File: config.mk
export PLATFORM = sky130hd
export DESIGN_NAME = seat_hold_ctrl
export DESIGN_NICKNAME = d
export VERILOG_FILES = /design/src/rtl/seat_hold_ctrl.sv
export SDC_FILE = /design/constraint.sdc
export NUM_CORES = 2
export LEC_CHECK = 0
export CORE_ASPECT_RATIO = 0.5
export CORE_MARGIN = 2
export CORE_UTILIZATION = 33
export DETAILED_ROUTE_END_ITERATION = 10
export PLACE_DENSITY_LB_ADDON = 0.08
export SYNTH_ARGS = -nofsm -noshare
export SYNTH_HDL_FRONTEND = slang
export SYNTH_SLANG_ARGS = --single-unit
export TNS_END_PERCENT = 30
File: constraint.sdc
create_clock -name clk -period 10.7 [get_ports clk]
set_input_delay 1.07 -clock clk [delete_from_list [all_inputs] [get_ports clk]]
set_output_delay 1.07 -clock clk [all_outputs]
set_load 0.005 [all_outputs]
File: src/rtl/seat_hold_ctrl.sv
// Seat reservation table: RESERVE/RELEASE/EXTEND commands, round-robin expiry
// scan against the library clock, and a once-per-day sequential table clear.
module seat_hold_ctrl #(
  parameter int unsigned NUM_SEATS    = 32,
  parameter int unsigned SEAT_W       = 5,
  parameter int unsigned USER_W       = 8,
  parameter int unsigned MAX_HOLD_MIN = 240
) (
  input  logic              clk,
  input  logic              rst,
  input  logic [10:0]       time_in,
  input  logic              day_rst,
  input  logic              req_valid,
  output logic              req_ready,
  input  logic [1:0]        req_op,
  input  logic [SEAT_W-1:0] req_seat,
  input  logic [USER_W-1:0] req_user,
  input  logic [7:0]        req_dur,
  output logic              rsp_valid,
  output logic              rsp_ok,
  output logic [SEAT_W-1:0] rsp_seat,
  output logic              exp_valid,
  output logic [SEAT_W-1:0] exp_seat,
  output logic [SEAT_W:0]   free_cnt
);

  typedef enum logic {RUN, CLEAR} state_t;

  localparam logic [SEAT_W:0]   NUM_SEATS_W = SEAT_W'(NUM_SEATS) | ((SEAT_W+1)'(NUM_SEATS) & {1'b1, {SEAT_W{1'b0}}});
  localparam logic [SEAT_W-1:0] LAST_SEAT   = SEAT_W'(NUM_SEATS - 1);
  localparam logic [11:0]       DAY_END     = 12'd1439;
  localparam logic [11:0]       HOLD        = 12'(MAX_HOLD_MIN);

  state_t              state_q, state_d;
  logic                day_rst_q;
  logic [NUM_SEATS-1:0] occ;
  logic [USER_W-1:0]   owner [NUM_SEATS];
  logic [10:0]         end_t [NUM_SEATS];
  logic [SEAT_W-1:0]   scan_ptr, clr_ptr;

  logic [4:0]  hr_c;
  logic [5:0]  mn_c;
  logic [11:0] now;

  assign hr_c = (time_in[10:6] > 5'd23) ? 5'd23 : time_in[10:6];
  assign mn_c = (time_in[5:0] > 6'd59) ? 6'd59 : time_in[5:0];
  assign now  = 12'(hr_c) * 12'd60 + 12'(mn_c);

  assign req_ready = (state_q == RUN) & ~rst;

  logic        accept, seat_ok, cur_occ, owner_ok;
  logic        cmd_ok, cmd_set, cmd_ext, cmd_free;
  logic [11:0] dur12, dur_cap, res_sum, res_end, ext_sum, ext_lim, ext_min, ext_end, new_end;
  logic        scan_hit, scan_stall, scan_free, clr_free, clr_exp, day_rise;

  always_comb begin
    accept   = req_valid & req_ready;
    seat_ok  = ({1'b0, req_seat} < NUM_SEATS_W);
    cur_occ  = seat_ok & occ[req_seat];
    owner_ok = cur_occ & (owner[req_seat] == req_user);

    dur12   = 12'(req_dur);
    dur_cap = (dur12 > HOLD) ? HOLD : dur12;
    res_sum = now + dur_cap;
    res_end = (res_sum > DAY_END) ? DAY_END : res_sum;
    ext_sum = {1'b0, end_t[req_seat]} + dur12;
    ext_lim = now + HOLD;
    ext_min = (ext_sum < ext_lim) ? ext_sum : ext_lim;
    ext_end = (ext_min > DAY_END) ? DAY_END : ext_min;

    cmd_ok   = 1'b0;
    cmd_set  = 1'b0;
    cmd_ext  = 1'b0;
    cmd_free = 1'b0;
    new_end  = res_end;
    if (accept && seat_ok) begin
      case (req_op)
        2'd0: if (!cur_occ && req_dur != 8'd0) begin
          cmd_ok  = 1'b1;
          cmd_set = 1'b1;
        end
        2'd1: if (owner_ok) begin
          cmd_ok   = 1'b1;
          cmd_free = 1'b1;
        end
        2'd2: if (owner_ok) begin
          cmd_ok  = 1'b1;
          cmd_ext = (req_dur != 8'd0);
          new_end = ext_end;
        end
        default: ;
      endcase
    end

    // A command on the scanned seat wins; a successful release elsewhere holds
    // the scan one cycle so free_cnt never moves by more than one.
    scan_hit   = (state_q == RUN) && occ[scan_ptr] && (now >= {1'b0, end_t[scan_ptr]})
                 && !(accept && req_seat == scan_ptr);
    scan_stall = scan_hit & cmd_free;
    scan_free  = scan_hit & ~scan_stall;

    clr_free = (state_q == CLEAR);
    clr_exp  = clr_free & occ[clr_ptr];
    day_rise = day_rst & ~day_rst_q;

    state_d = state_q;
    case (state_q)
      RUN:     if (day_rise) state_d = CLEAR;
      CLEAR:   if (clr_ptr == LAST_SEAT) state_d = RUN;
      default: state_d = RUN;
    endcase
  end

  logic inc, dec;
  assign inc = cmd_free | scan_free | clr_exp;
  assign dec = cmd_set;

  always_ff @(posedge clk) begin
    if (rst) begin
      state_q   <= RUN;
      day_rst_q <= 1'b0;
      occ       <= '0;
      for (int unsigned i = 0; i < NUM_SEATS; i++) begin
        owner[i] <= '0;
        end_t[i] <= '0;
      end
      scan_ptr  <= '0;
      clr_ptr   <= '0;
      rsp_valid <= 1'b0;
      rsp_ok    <= 1'b0;
      rsp_seat  <= '0;
      exp_valid <= 1'b0;
      exp_seat  <= '0;
      free_cnt  <= NUM_SEATS_W;
    end else begin
      state_q   <= state_d;
      day_rst_q <= day_rst;

      rsp_valid <= accept;
      rsp_ok    <= cmd_ok;
      if (accept) rsp_seat <= req_seat;

      exp_valid <= scan_free | clr_exp;
      if (scan_free)    exp_seat <= scan_ptr;
      else if (clr_exp) exp_seat <= clr_ptr;

      if (cmd_set) begin
        occ[req_seat]   <= 1'b1;
        owner[req_seat] <= req_user;
        end_t[req_seat] <= new_end[10:0];
      end
      if (cmd_ext) end_t[req_seat] <= new_end[10:0];
      if (cmd_free) begin
        occ[req_seat]   <= 1'b0;
        owner[req_seat] <= '0;
        end_t[req_seat] <= '0;
      end
      if (scan_free) begin
        occ[scan_ptr]   <= 1'b0;
        owner[scan_ptr] <= '0;
        end_t[scan_ptr] <= '0;
      end
      if (clr_free) begin
        occ[clr_ptr]   <= 1'b0;
        owner[clr_ptr] <= '0;
        end_t[clr_ptr] <= '0;
      end

      if (state_q == RUN && !scan_stall)
        scan_ptr <= (scan_ptr == LAST_SEAT) ? '0 : scan_ptr + 1'b1;
      if (state_q == CLEAR)
        clr_ptr <= (clr_ptr == LAST_SEAT) ? '0 : clr_ptr + 1'b1;
      else
        clr_ptr <= '0;

      if (inc && !dec)      free_cnt <= free_cnt + 1'b1;
      else if (dec && !inc) free_cnt <= free_cnt - 1'b1;
    end
  end

endmodule
==> results.ini <==
[layout]
nNetsFinal=3731
seq_area_sq_um=13500
multiInputGateArea_sq_um=22100
final_layout_size_suffix_gt1_share_pct=14.4
synthToLayoutAreaGrowth_pct=11.3
n_fill_cell=10900
design_area_sq_um=41400

[setup_path]
worst-setup-path-type=in2reg
crit_family=simple AND/OR/NAND/NOR gates
regToRegSetupSlack_ns=3.43
r2r_cells=23
regToRegEndpoint=end_t[15][10]$_SDFFE_PP0P_
nature_of_the_critical_path_endpoint=register
path_depth=26
crit_path_top_delay_cell=sky130_fd_sc_hd__or4b_2
beginning_of_the_worst_register_to_register_path=end_t[31][0]$_SDFFE_PP0P_
max_stage_delay_ns=1.10
cp_data_arrival_time_ns=9.39
critical_path.n_buffers_inverters=4
critical-path-top-cell-by-count=sky130_fd_sc_hd__fa_1
crit_required_ns=11.27
critPathMaxFanout=32
startpoint_type=input pin

[route]
drt_first_iter_violations=3534
drt_drc_violations_left=0
vias_per_cell=6.24
drt_pre_antenna_iters=6
postRouteAntennaNets=0
vias=32200
detail_route.wl_per_cell_microns=29.1
detail_route.wirelength_microns=150000

[synthesis]
synth_warnings=0
netlist_top_cells_area=sky130_fd_sc_hd__dfxtp_1 (36%), sky130_fd_sc_hd__mux4_2 (12%), sky130_fd_sc_hd__o2bb2ai_1 (5.3%)
synth.top_cells.by_count=sky130_fd_sc_hd__dfxtp_1 (676), sky130_fd_sc_hd__nand2_1 (304), sky130_fd_sc_hd__a21oi_1 (259)
synth_seq_area_share_pct=36.4
synth-edff-count=0
synth_cell_type_count=81
number_of_synthesized_register_bits=676
ys.flop_type=sky130_fd_sc_hd__dfxtp_1
post-synth-top-count-cell=sky130_fd_sc_hd__dfxtp_1
synth.largest_area_cell=sky130_fd_sc_hd__dfxtp_1
syn_avg_cell_area_sq_um=9.91
synth_cells=3753
post_synth_instance_area_sq_um=37200
synthesis.nets=3873
async_flop_share_pct=0
yosysTopAreaCellShare_pct=36.4

[clock_tree]
post_cts.resized_instances=0
cts_buffers=72
ctsHtreeMaxLevel=3
cts_tree=built
clock_tree.buffer_depth=3
clk-insertion-delay-late_ns=0.67
cts_root_buf=sky130_fd_sc_hd__clkbuf_16
post_cts_hold_buffer_count=0
cts.clk_slew.worst_paths_ns=0.07
cts_sinks=676
cts_setup_buffers=0

[floorplan]
initial_core_util_pct=33.5
placement_rows=86
die_width_microns=479
die_height_microns=241
fp.coreArea_sq_um=111000
die-area_sq_um=116000
ioPinCount=58

[timing]
final_period_minus_worst_setup_slack_ns=8.82
layout_worst_path_cycle_share_pct=82.5
hold_viol_final=0
grt_setup_unrepaired=false
timing.max_slew.rel_slack_pct=10.3
final-setup-viol-count=0
max_clock_freq_mhz=113
slew_viol_final=0
max_slew.worst_pin.slew_ns=1.33
setup_slack_ns=1.88
fin_clk_skew_ns=0.0333
fin_tns_setup_ns=0

[job]
drv.max_cap_violation_count=0

[power]
design_power_total_mw=7.49
p_leak_nw=13.7
vdd.ir_drop.worst_v=0.000289
p_per_area_nw_per_um2=181

[placement]
io_buffer_count=57
placedInstanceArea_sq_um=39000
placement.setup.worst_slack_ns=1.20
routabilityCongestion=0.894
dp_hpwl_microns=103000

[hold_path]
hold_path_end=rsp_seat[0]$_SDFFE_PP0P_
holdCritStartpoint=rsp_seat[0]$_SDFFE_PP0P_
min_path_type=reg2reg
timing.hold.worst_path_depth=2

[grt]
grtUsageTotal_pct=25.5
gr-total-overflow=0
grt_antenna_before_repair=0
global_route_wire_length_before_repair_microns=220000
grt_start_max_net_pins=110
grt_pass1_vias=30800

[status]
status=finished clean

-- final cells by class --
| class | instances | share of cell area (%) |
|---|---|---|
| flip-flops and latches | 676 | 32.7 |
| diodes | 1 | 0.00605 |
| inverters | 48 | 0.454 |
| well taps | 1496 | 4.52 |
| repair buffers | 154 | 3.21 |
| clock inverters | 21 | 0.529 |
| clock buffers | 106 | 5.18 |
| multi-input cells | 2659 | 53.4 |
-- how the worst max path moves through the flow --
stage | end | slack [ns] | from
2_1_floorplan | end_t[27][10]$_SDFFE_PP0P_ | 2.35 | req_seat[0]
3_3_place_gp | end_t[15][10]$_SDFFE_PP0P_ | 1.41 | time_in[10]
3_5_place_dp | end_t[15][10]$_SDFFE_PP0P_ | 1.20 | time_in[10]
4_1_cts | end_t[15][10]$_SDFFE_PP0P_ | 1.95 | time_in[10]
5_1_grt | end_t[15][10]$_SDFFE_PP0P_ | 1.24 | time_in[10]
6_report | end_t[15][10]$_SDFFE_PP0P_ | 1.88 | time_in[10]
-- flip-flops by register name, summed over array words and instances, names as in the netlist, named ones only --
register and count:
owner 256, end_t 352, rsp_ok 1, exp_seat 5, scan_ptr 5, clr_free 1
occ 32, day_rst_q 1, clr_ptr 5, exp_valid 1, rsp_seat 5, rsp_valid 1
free_cnt 6
-- stage by stage --
| stage | instances | util, % | hold slack (ns) |
|---|---|---|---|
| final | 5161 | 37.3 | 0.464 |
| after global routing | 5160 | 37.3 | 0.491 |
| after CTS | 5160 | 37.3 | 0.470 |
| after detailed placement | 5033 | 35.2 | 0.461 |
| after global placement | 5033 | 35.2 | 0.450 |
| after floorplan | 3753 | - | 0.443 |
-- power by group --
| group | internal, mW | leakage (nW) | switching [mW] |
|---|---|---|---|
| Combinational | 0.600 | 7.06 | 1.67 |
| Sequential | 2.55 | 5.45 | 0.0526 |
| Clock | 1.49 | 1.17 | 1.13 |
-- cells by family after synthesis --
family,synth area share (%)
mux,17.5
fa+ha+maj,2.96
buf+inv,4.70
simple gates,13.2
flops,36.4
xor+xnor,0.942
compound gates,24.3
-- placed cells by master (no fill, tap or decap), types with 23 or more instances in the layout --
| cell type | instances |
|---|---|
| sky130_fd_sc_hd__clkdlybuf4s50_1 | 54 |
| sky130_fd_sc_hd__nand4_1 | 56 |
| sky130_fd_sc_hd__a311oi_2 | 23 |
| sky130_fd_sc_hd__o21ai_0 | 180 |
| sky130_fd_sc_hd__o22ai_1 | 143 |
| sky130_fd_sc_hd__clkbuf_16 | 75 |
| sky130_fd_sc_hd__nand2_1 | 303 |
| sky130_fd_sc_hd__mux2i_1 | 182 |
| sky130_fd_sc_hd__a22o_1 | 97 |
| sky130_fd_sc_hd__a211oi_1 | 28 |
| sky130_fd_sc_hd__mux4_2 | 206 |
| sky130_fd_sc_hd__o2bb2ai_1 | 224 |
| sky130_fd_sc_hd__nand3_1 | 24 |
| sky130_fd_sc_hd__buf_4 | 96 |
| sky130_fd_sc_hd__ha_1 | 72 |
| sky130_fd_sc_hd__o2111ai_1 | 50 |
| sky130_fd_sc_hd__nor2_1 | 147 |
| sky130_fd_sc_hd__dfxtp_1 | 673 |
| sky130_fd_sc_hd__nor4_1 | 25 |
| sky130_fd_sc_hd__a21oi_1 | 259 |
| sky130_fd_sc_hd__a211oi_2 | 28 |
| sky130_fd_sc_hd__nand3b_1 | 183 |
| sky130_fd_sc_hd__a22oi_1 | 46 |
| sky130_fd_sc_hd__a211o_1 | 60 |
| sky130_fd_sc_hd__inv_1 | 46 |
| sky130_fd_sc_hd__o211ai_1 | 27 |
-- worst reg2reg max path: stages (launching register included) --
cell and delay, ns:
sky130_fd_sc_hd__dfxtp_1 0.33, sky130_fd_sc_hd__mux4_2 0.47, sky130_fd_sc_hd__a22oi_1 0.41, sky130_fd_sc_hd__nand4_1 0.26, sky130_fd_sc_hd__ha_1 0.30, sky130_fd_sc_hd__fa_1 0.45
sky130_fd_sc_hd__a21oi_1 0.18, sky130_fd_sc_hd__o21ai_0 0.13, sky130_fd_sc_hd__a2111oi_0 0.44, sky130_fd_sc_hd__nor3_1 0.15, sky130_fd_sc_hd__nand3_1 0.12, sky130_fd_sc_hd__xor2_1 0.22
sky130_fd_sc_hd__inv_1 0.08, sky130_fd_sc_hd__ha_1 0.30, sky130_fd_sc_hd__nand4_1 0.12, sky130_fd_sc_hd__nor3_1 0.20, sky130_fd_sc_hd__o31ai_1 0.10, sky130_fd_sc_hd__o211ai_1 0.13
sky130_fd_sc_hd__buf_4 0.30, sky130_fd_sc_hd__nor2_1 0.08, sky130_fd_sc_hd__o211ai_2 0.57, sky130_fd_sc_hd__nor2_1 0.35, sky130_fd_sc_hd__or4b_2 1.11, sky130_fd_sc_hd__a221oi_1 0.40
-- per-layer routing --
metal	track usage (%)	wire (microns)
met1	36.6	69500
met2	40.1	66900
met3	3.84	10400
met4	6.53	3700
met5	0	0
No activity file was read; power rests on OpenSTA's default activity.
